**src/rtl/uart_tx_fifo.sv**
```systemverilog
// uart_tx_fifo: UART transmitter fed by a byte FIFO, 8N1 framing by default.
//   Optional macro UART_TX_PARITY_EN adds an even-parity bit after the data bits (8E1).
//   Ports:
//     clk        - rising-edge clock
//     rst_n      - asynchronous active-low reset (aborts frame, empties FIFO)
//     tx_data    - byte to enqueue
//     tx_valid   - tx_data valid this cycle
//     tx_ready   - FIFO can accept a byte this cycle
//     tx_enable  - permission to start a new frame; frames in progress ignore it
//     tx         - registered serial line, idle high
//     tx_busy    - FSM not idle or FIFO non-empty
//     fifo_count - current FIFO occupancy
module uart_tx_fifo #(
  parameter int CLK_FREQ   = 100000000,
  parameter int BAUD_RATE  = 9600,
  parameter int FIFO_DEPTH = 4
) (
  input  logic                        clk,
  input  logic                        rst_n,
  input  logic [7:0]                  tx_data,
  input  logic                        tx_valid,
  output logic                        tx_ready,
  input  logic                        tx_enable,
  output logic                        tx,
  output logic                        tx_busy,
  output logic [$clog2(FIFO_DEPTH):0] fifo_count
);
  localparam int CPB = CLK_FREQ / BAUD_RATE;
  localparam int CW  = $clog2(CPB);
  localparam int AW  = $clog2(FIFO_DEPTH);
  localparam logic [CW-1:0] CNT_RELOAD = CW'(CPB - 1);
  localparam logic [AW:0]   FULL       = (AW+1)'(FIFO_DEPTH);
  localparam logic [2:0] IDLE  = 3'd0;
  localparam logic [2:0] START = 3'd1;
  localparam logic [2:0] DATA  = 3'd2;
  localparam logic [2:0] STOP  = 3'd3;
`ifdef UART_TX_PARITY_EN
  localparam logic [2:0] PARITY     = 3'd4;
  localparam logic [2:0] AFTER_DATA = PARITY;
`else
  localparam logic [2:0] AFTER_DATA = STOP;
`endif

  logic [2:0]    state_q, state_d;
  logic [CW-1:0] cnt_q, cnt_d;
  logic [2:0]    idx_q, idx_d;
  logic [7:0]    sh_q, sh_d;
  logic          tx_q, tx_d;
  logic [AW:0]   count_q, count_d;
  logic [AW-1:0] wr_q, wr_d, rd_q, rd_d;
  logic [7:0]    mem_q [FIFO_DEPTH];
  logic [7:0]    head;
  logic          push, pop, can_pop, bit_done, last_bit;

  assign tx_ready   = count_q != FULL;
  assign push       = tx_valid & tx_ready;
  assign can_pop    = (count_q != '0) & tx_enable;
  assign bit_done   = cnt_q == '0;
  // A pop happens only when a new frame begins: from IDLE, or back-to-back at the end of STOP.
  assign pop        = can_pop & ((state_q == IDLE) | ((state_q == STOP) & bit_done));
  assign head       = mem_q[rd_q];
  assign tx         = tx_q;
  assign tx_busy    = (state_q != IDLE) || (count_q != '0);
  assign fifo_count = count_q;

`ifdef UART_TX_PARITY_EN
  logic par_q, par_d;
  assign par_d    = pop ? ^head : par_q;
  assign last_bit = par_q;
`else
  assign last_bit = 1'b1;
`endif

  always_comb begin
    count_d = count_q + (AW+1)'(push) - (AW+1)'(pop);
    wr_d    = wr_q + AW'(push);
    rd_d    = rd_q + AW'(pop);
  end

  always_ff @(posedge clk or negedge rst_n)
    if (!rst_n) state_q <= IDLE;
    else        state_q <= state_d;

  always_comb begin
    state_d = IDLE;
    case (state_q)
      IDLE:    state_d = can_pop ? START : IDLE;
      START:   state_d = bit_done ? DATA : START;
      DATA:    state_d = (bit_done && idx_q == 3'd7) ? AFTER_DATA : DATA;
`ifdef UART_TX_PARITY_EN
      PARITY:  state_d = bit_done ? STOP : PARITY;
`endif
      STOP:    state_d = bit_done ? (can_pop ? START : IDLE) : STOP;
      default: state_d = IDLE;
    endcase
  end

  // tx_d is the line value for the upcoming bit period; the line is registered so it changes on the boundary edge.
  always_comb begin
    cnt_d = (state_d == IDLE) ? '0 : bit_done ? CNT_RELOAD : cnt_q - CW'(1);
    idx_d = (state_q == DATA && bit_done) ? idx_q + 3'd1 : idx_q;
    sh_d  = pop ? head : (state_q == DATA && bit_done) ? sh_q >> 1 : sh_q;
    tx_d  = (state_d == IDLE) ? 1'b1 :
            pop               ? 1'b0 :
            !bit_done         ? tx_q :
            (state_q == START) ? sh_q[0] :
            (state_q == DATA)  ? ((idx_q == 3'd7) ? last_bit : sh_q[1]) : 1'b1;
  end

  always_ff @(posedge clk or negedge rst_n)
    if (!rst_n) begin
      cnt_q   <= '0;
      idx_q   <= '0;
      sh_q    <= '0;
      tx_q    <= 1'b1;
      count_q <= '0;
      wr_q    <= '0;
      rd_q    <= '0;
`ifdef UART_TX_PARITY_EN
      par_q   <= 1'b0;
`endif
    end else begin
      cnt_q   <= cnt_d;
      idx_q   <= idx_d;
      sh_q    <= sh_d;
      tx_q    <= tx_d;
      count_q <= count_d;
      wr_q    <= wr_d;
      rd_q    <= rd_d;
`ifdef UART_TX_PARITY_EN
      par_q   <= par_d;
`endif
    end

  always_ff @(posedge clk)
    if (push) mem_q[wr_q] <= tx_data;
endmodule

```
**config.mk**
```make
export PLATFORM = sky130hd
export DESIGN_NAME = uart_tx_fifo
export DESIGN_NICKNAME = d
export VERILOG_FILES = /design/src/rtl/uart_tx_fifo.sv
export SDC_FILE = /design/constraint.sdc
export NUM_CORES = 1
export LEC_CHECK = 0
export CORE_ASPECT_RATIO = 1.4
export CORE_MARGIN = 4
export CORE_UTILIZATION = 30
export CTS_CLUSTER_DIAMETER = 80
export DETAILED_ROUTE_END_ITERATION = 10
export GPL_TIMING_DRIVEN = 0
export SYNTH_ARGS = -nofsm -noshare
export SYNTH_HDL_FRONTEND = slang
export SYNTH_SLANG_ARGS = --single-unit
export TNS_END_PERCENT = 30
```
**constraint.sdc**
```tcl
create_clock -name clk -period 7 [get_ports clk]
set_input_delay 1.05 -clock clk [delete_from_list [all_inputs] [get_ports clk]]
set_output_delay 1.05 -clock clk [all_outputs]
set_load 0.1 [all_outputs]
```
==> out/metrics.csv <==
metric,value,unit
CP Buf/Inv Count,2,
"delay-heaviest family, CP",buffers and inverters,
highest cell delay on the worst timing path,0.96,ns
Placeable Area,9850,sq um
required time of the critical path,5.95,ns
Final Cycle Share,0.503,
TritonCTS clock tree,yes,
final setup vio count,0,
clk root buf,clkbuf_16,
vias,1739,
Post-Syn Area per Cell,14.5,sq um
Final Core Density,0.375,
flop2flop setup slack,3.75,ns
hold-fix buffers at CTS,0,
GRT Residual Overflow,0,
clock skew,0.00626,ns
"Worst Setup Slack, final",3.48,ns
critical path capture point type,output pin,
Synth Area in Simple Gates,0.111,
Worst Path Arrival,2.47,ns
die area,11700,sq um
post-synthesis sequential area ratio,0.610,
Syn. warnings,0,
number of remaining DRC errors,0,
leak pwr,1.41,nW
Finished Layout Cells,376,
xor/xnor cell area share of the yosys netlist,0.0349,
largest net degree at the start of global routing,36,
htree depth,3,
Setup TNS,0,ns
"commonest non-fill, non-tap cell in the layout",dfrtp_1,
antenna violations before repair,0,
Post-synth ARST share,0.522,
CP Launch Type,flop,
largest family of logic cells by synthesized area,multiplexers,
Worst Tran Pin Value,0.969,ns
Post-Synthesis Cell Area,3010,sq um
initial DRC count,102,
final net count,256,
Routed WL,5.30,mm
"FF+latch count, synth",67,
Period minus WS final,3.52,ns
clk sinks,67,
CP cell instances,"clkbuf_1, or2_2, or2_2, clkdlybuf4s50_1",
Slew Limit Headroom,0.352,
I/O pin count,18,
Post-synth top flop,dfrtp_1,
WS Path Type,reg2out,
vias in the first global route,1798,
Worst Hold End,cnt_q[0],
Cells after Synth,208,
Adder-Cell Fraction of Synth Area,0.0357,
Worst R2R End,fifo_count[2],
Max Cap Viol,0,
Final ANT Viol Nets,0,
P&R area growth vs syn,22.4,%
number of CTS-inserted buffers,9,
wire length of the first global-routing pass,8.90,mm
Reg2Reg Depth,13,
Crit path top cell by count,or2_2,
dpl cells,360,
RSZ-0062 raised after global routing,no,
reg2reg start,cnt_q[0],
PostCTS Resize Cnt,0,
layout cells sized above 1,0.232,
hold depth,1,
Worst-Skew Late Latency,0.33,ns
fill count,920,
CTS max path bufs,2,
number of synthesized flops with an enable pin,32,
library cells used by synthesis,46,
CP Max Fanout,8,
most frequent cells in the layout,"dfrtp_1 (34), edfxtp_1 (32), clkdlybuf4s50_1 (16)",
Max Freq,284,MHz
Final GP Congestion,0.790,
Post-DP HPWL,3.61,mm
Peak VDD IR,190,uV
# rows,43,
Via density,4.63,
hold_sp,cnt_q[0],
Worst-path clk slew,0.06,ns
DR pass1 iterations,4,
Hold Fails Final Rpt,0,
outcome,finished clean,
wire per inst,14.1,microns
CP max-delay cell,clkdlybuf4s50_1,
die height,127,microns
Total GRT Usage,0.0991,
antenna diode count,0,
Syn Nets,228,
Post-CTS Repair Setup Buffers,0,
PwrDens,321,nW/um^2
Synth Area in Compound Gates,0.0548,
Place WS,3.53,ns
post-synthesis mux area share,0.128,
die width,92.7,microns
Worst Hold Class,reg2reg,
IO buf count,17,
Slew Limit Fails,0,
Initial Utilization,0.306,
[flip-flops by register name (all words and copies together) (netlist names)]
signal,cells
wr_q,2
state_q,2
tx,1
mem_q,32
cnt_q,14
fifo_count,3
idx_q,3
rd_q,2
sh_q,8
[worst max path at each step]
stage	startpoint	endpoint	slack [ns]	cells after the start
final	state_q[1]	tx_busy	3.48	4
after global routing	state_q[1]	tx_busy	3.38	4
after CTS	state_q[1]	tx_busy	3.46	4
after detailed placement	tx_enable	fifo_count[2]	3.53	11
after global placement	tx_enable	fifo_count[2]	3.59	11
after floorplan	fifo_count[2]	fifo_count[2]	3.51	9
[metrics by stage]
stage / power (W) / area (sq um) / hold slack (ns)
2_1_floorplan: 0.000644 / 3010 / 0.453
3_3_place_gp: 0.000700 / 3350 / 0.480
3_5_place_dp: 0.000708 / 3350 / 0.483
4_1_cts: 0.00120 / 3680 / 0.490
5_1_grt: 0.00124 / 3690 / 0.522
6_report: 0.00118 / 3690 / 0.491
[layout make-up]
| cell class | instances | area (sq um) | share of cell area |
|---|---|---|---|
| well taps | 135 | 169 | 0.0458 |
| clock buffers | 9 | 225 | 0.0610 |
| multi-input cells | 123 | 1110 | 0.302 |
| flip-flops and latches | 67 | 1840 | 0.498 |
| repair buffers | 17 | 165 | 0.0448 |
| inverters | 9 | 33.8 | 0.00916 |
| clock inverters | 7 | 101 | 0.0275 |
| plain buffers | 9 | 43.8 | 0.0119 |
[Yosys cell counts (2+ instances only)]
cell type	count	area share
dfrtp_1	34	0.28
edfxtp_1	32	0.32
nor2_1	11	0.014
xnor2_1	10	0.029
inv_1	9	0.011
mux2_2	8	0.030
mux4_2	8	0.060
nor3_1	8	0.013
a21oi_1	7	0.012
ha_1	7	0.029
nand2_1	7	0.0087
clkbuf_1	5	0.0062
mux2_4	5	0.025
nand4_1	4	0.0083
nor3b_1	4	0.010
o21ai_0	4	0.0066
and3_1	3	0.0062
mux2i_1	3	0.010
nor4_1	3	0.0062
or2_2	3	0.0062
a211oi_1	2	0.0050
a31oi_1	2	0.0042
buf_2	2	0.0033
buf_4	2	0.0050
o211ai_1	2	0.0050
or3_1	2	0.0042
xor2_1	2	0.0058
[logic make-up (layout without fill, tap and decap cells)]
group           count (synthesis)  after routing
flops                          67             67
xor+xnor                       12             12
fa+ha+maj                       8              8
buf+inv                        18             51
simple gates                   54             54
compound gates                 24             24
mux                            25             25
[routing by layer]
metal / share of wire / global-route usage / up-vias
met5: 0 / 0 / -
met4: 0.021 / 0.0595 / 0
met3: 0.030 / 0.0208 / 10
met2: 0.55 / 0.175 / 25
met1: 0.39 / 0.108 / 861
li1: - / - / 843
[power by group]
| part | leakage, nW | internal, W | switching, W |
|---|---|---|---|
| Sequential | 0.705 | 0.000471 | 0.0000289 |
| Clock | 0.152 | 0.000314 | 0.000170 |
| Combinational | 0.549 | 0.0000593 | 0.000140 |
No activity file was read; power rests on OpenSTA's default activity.
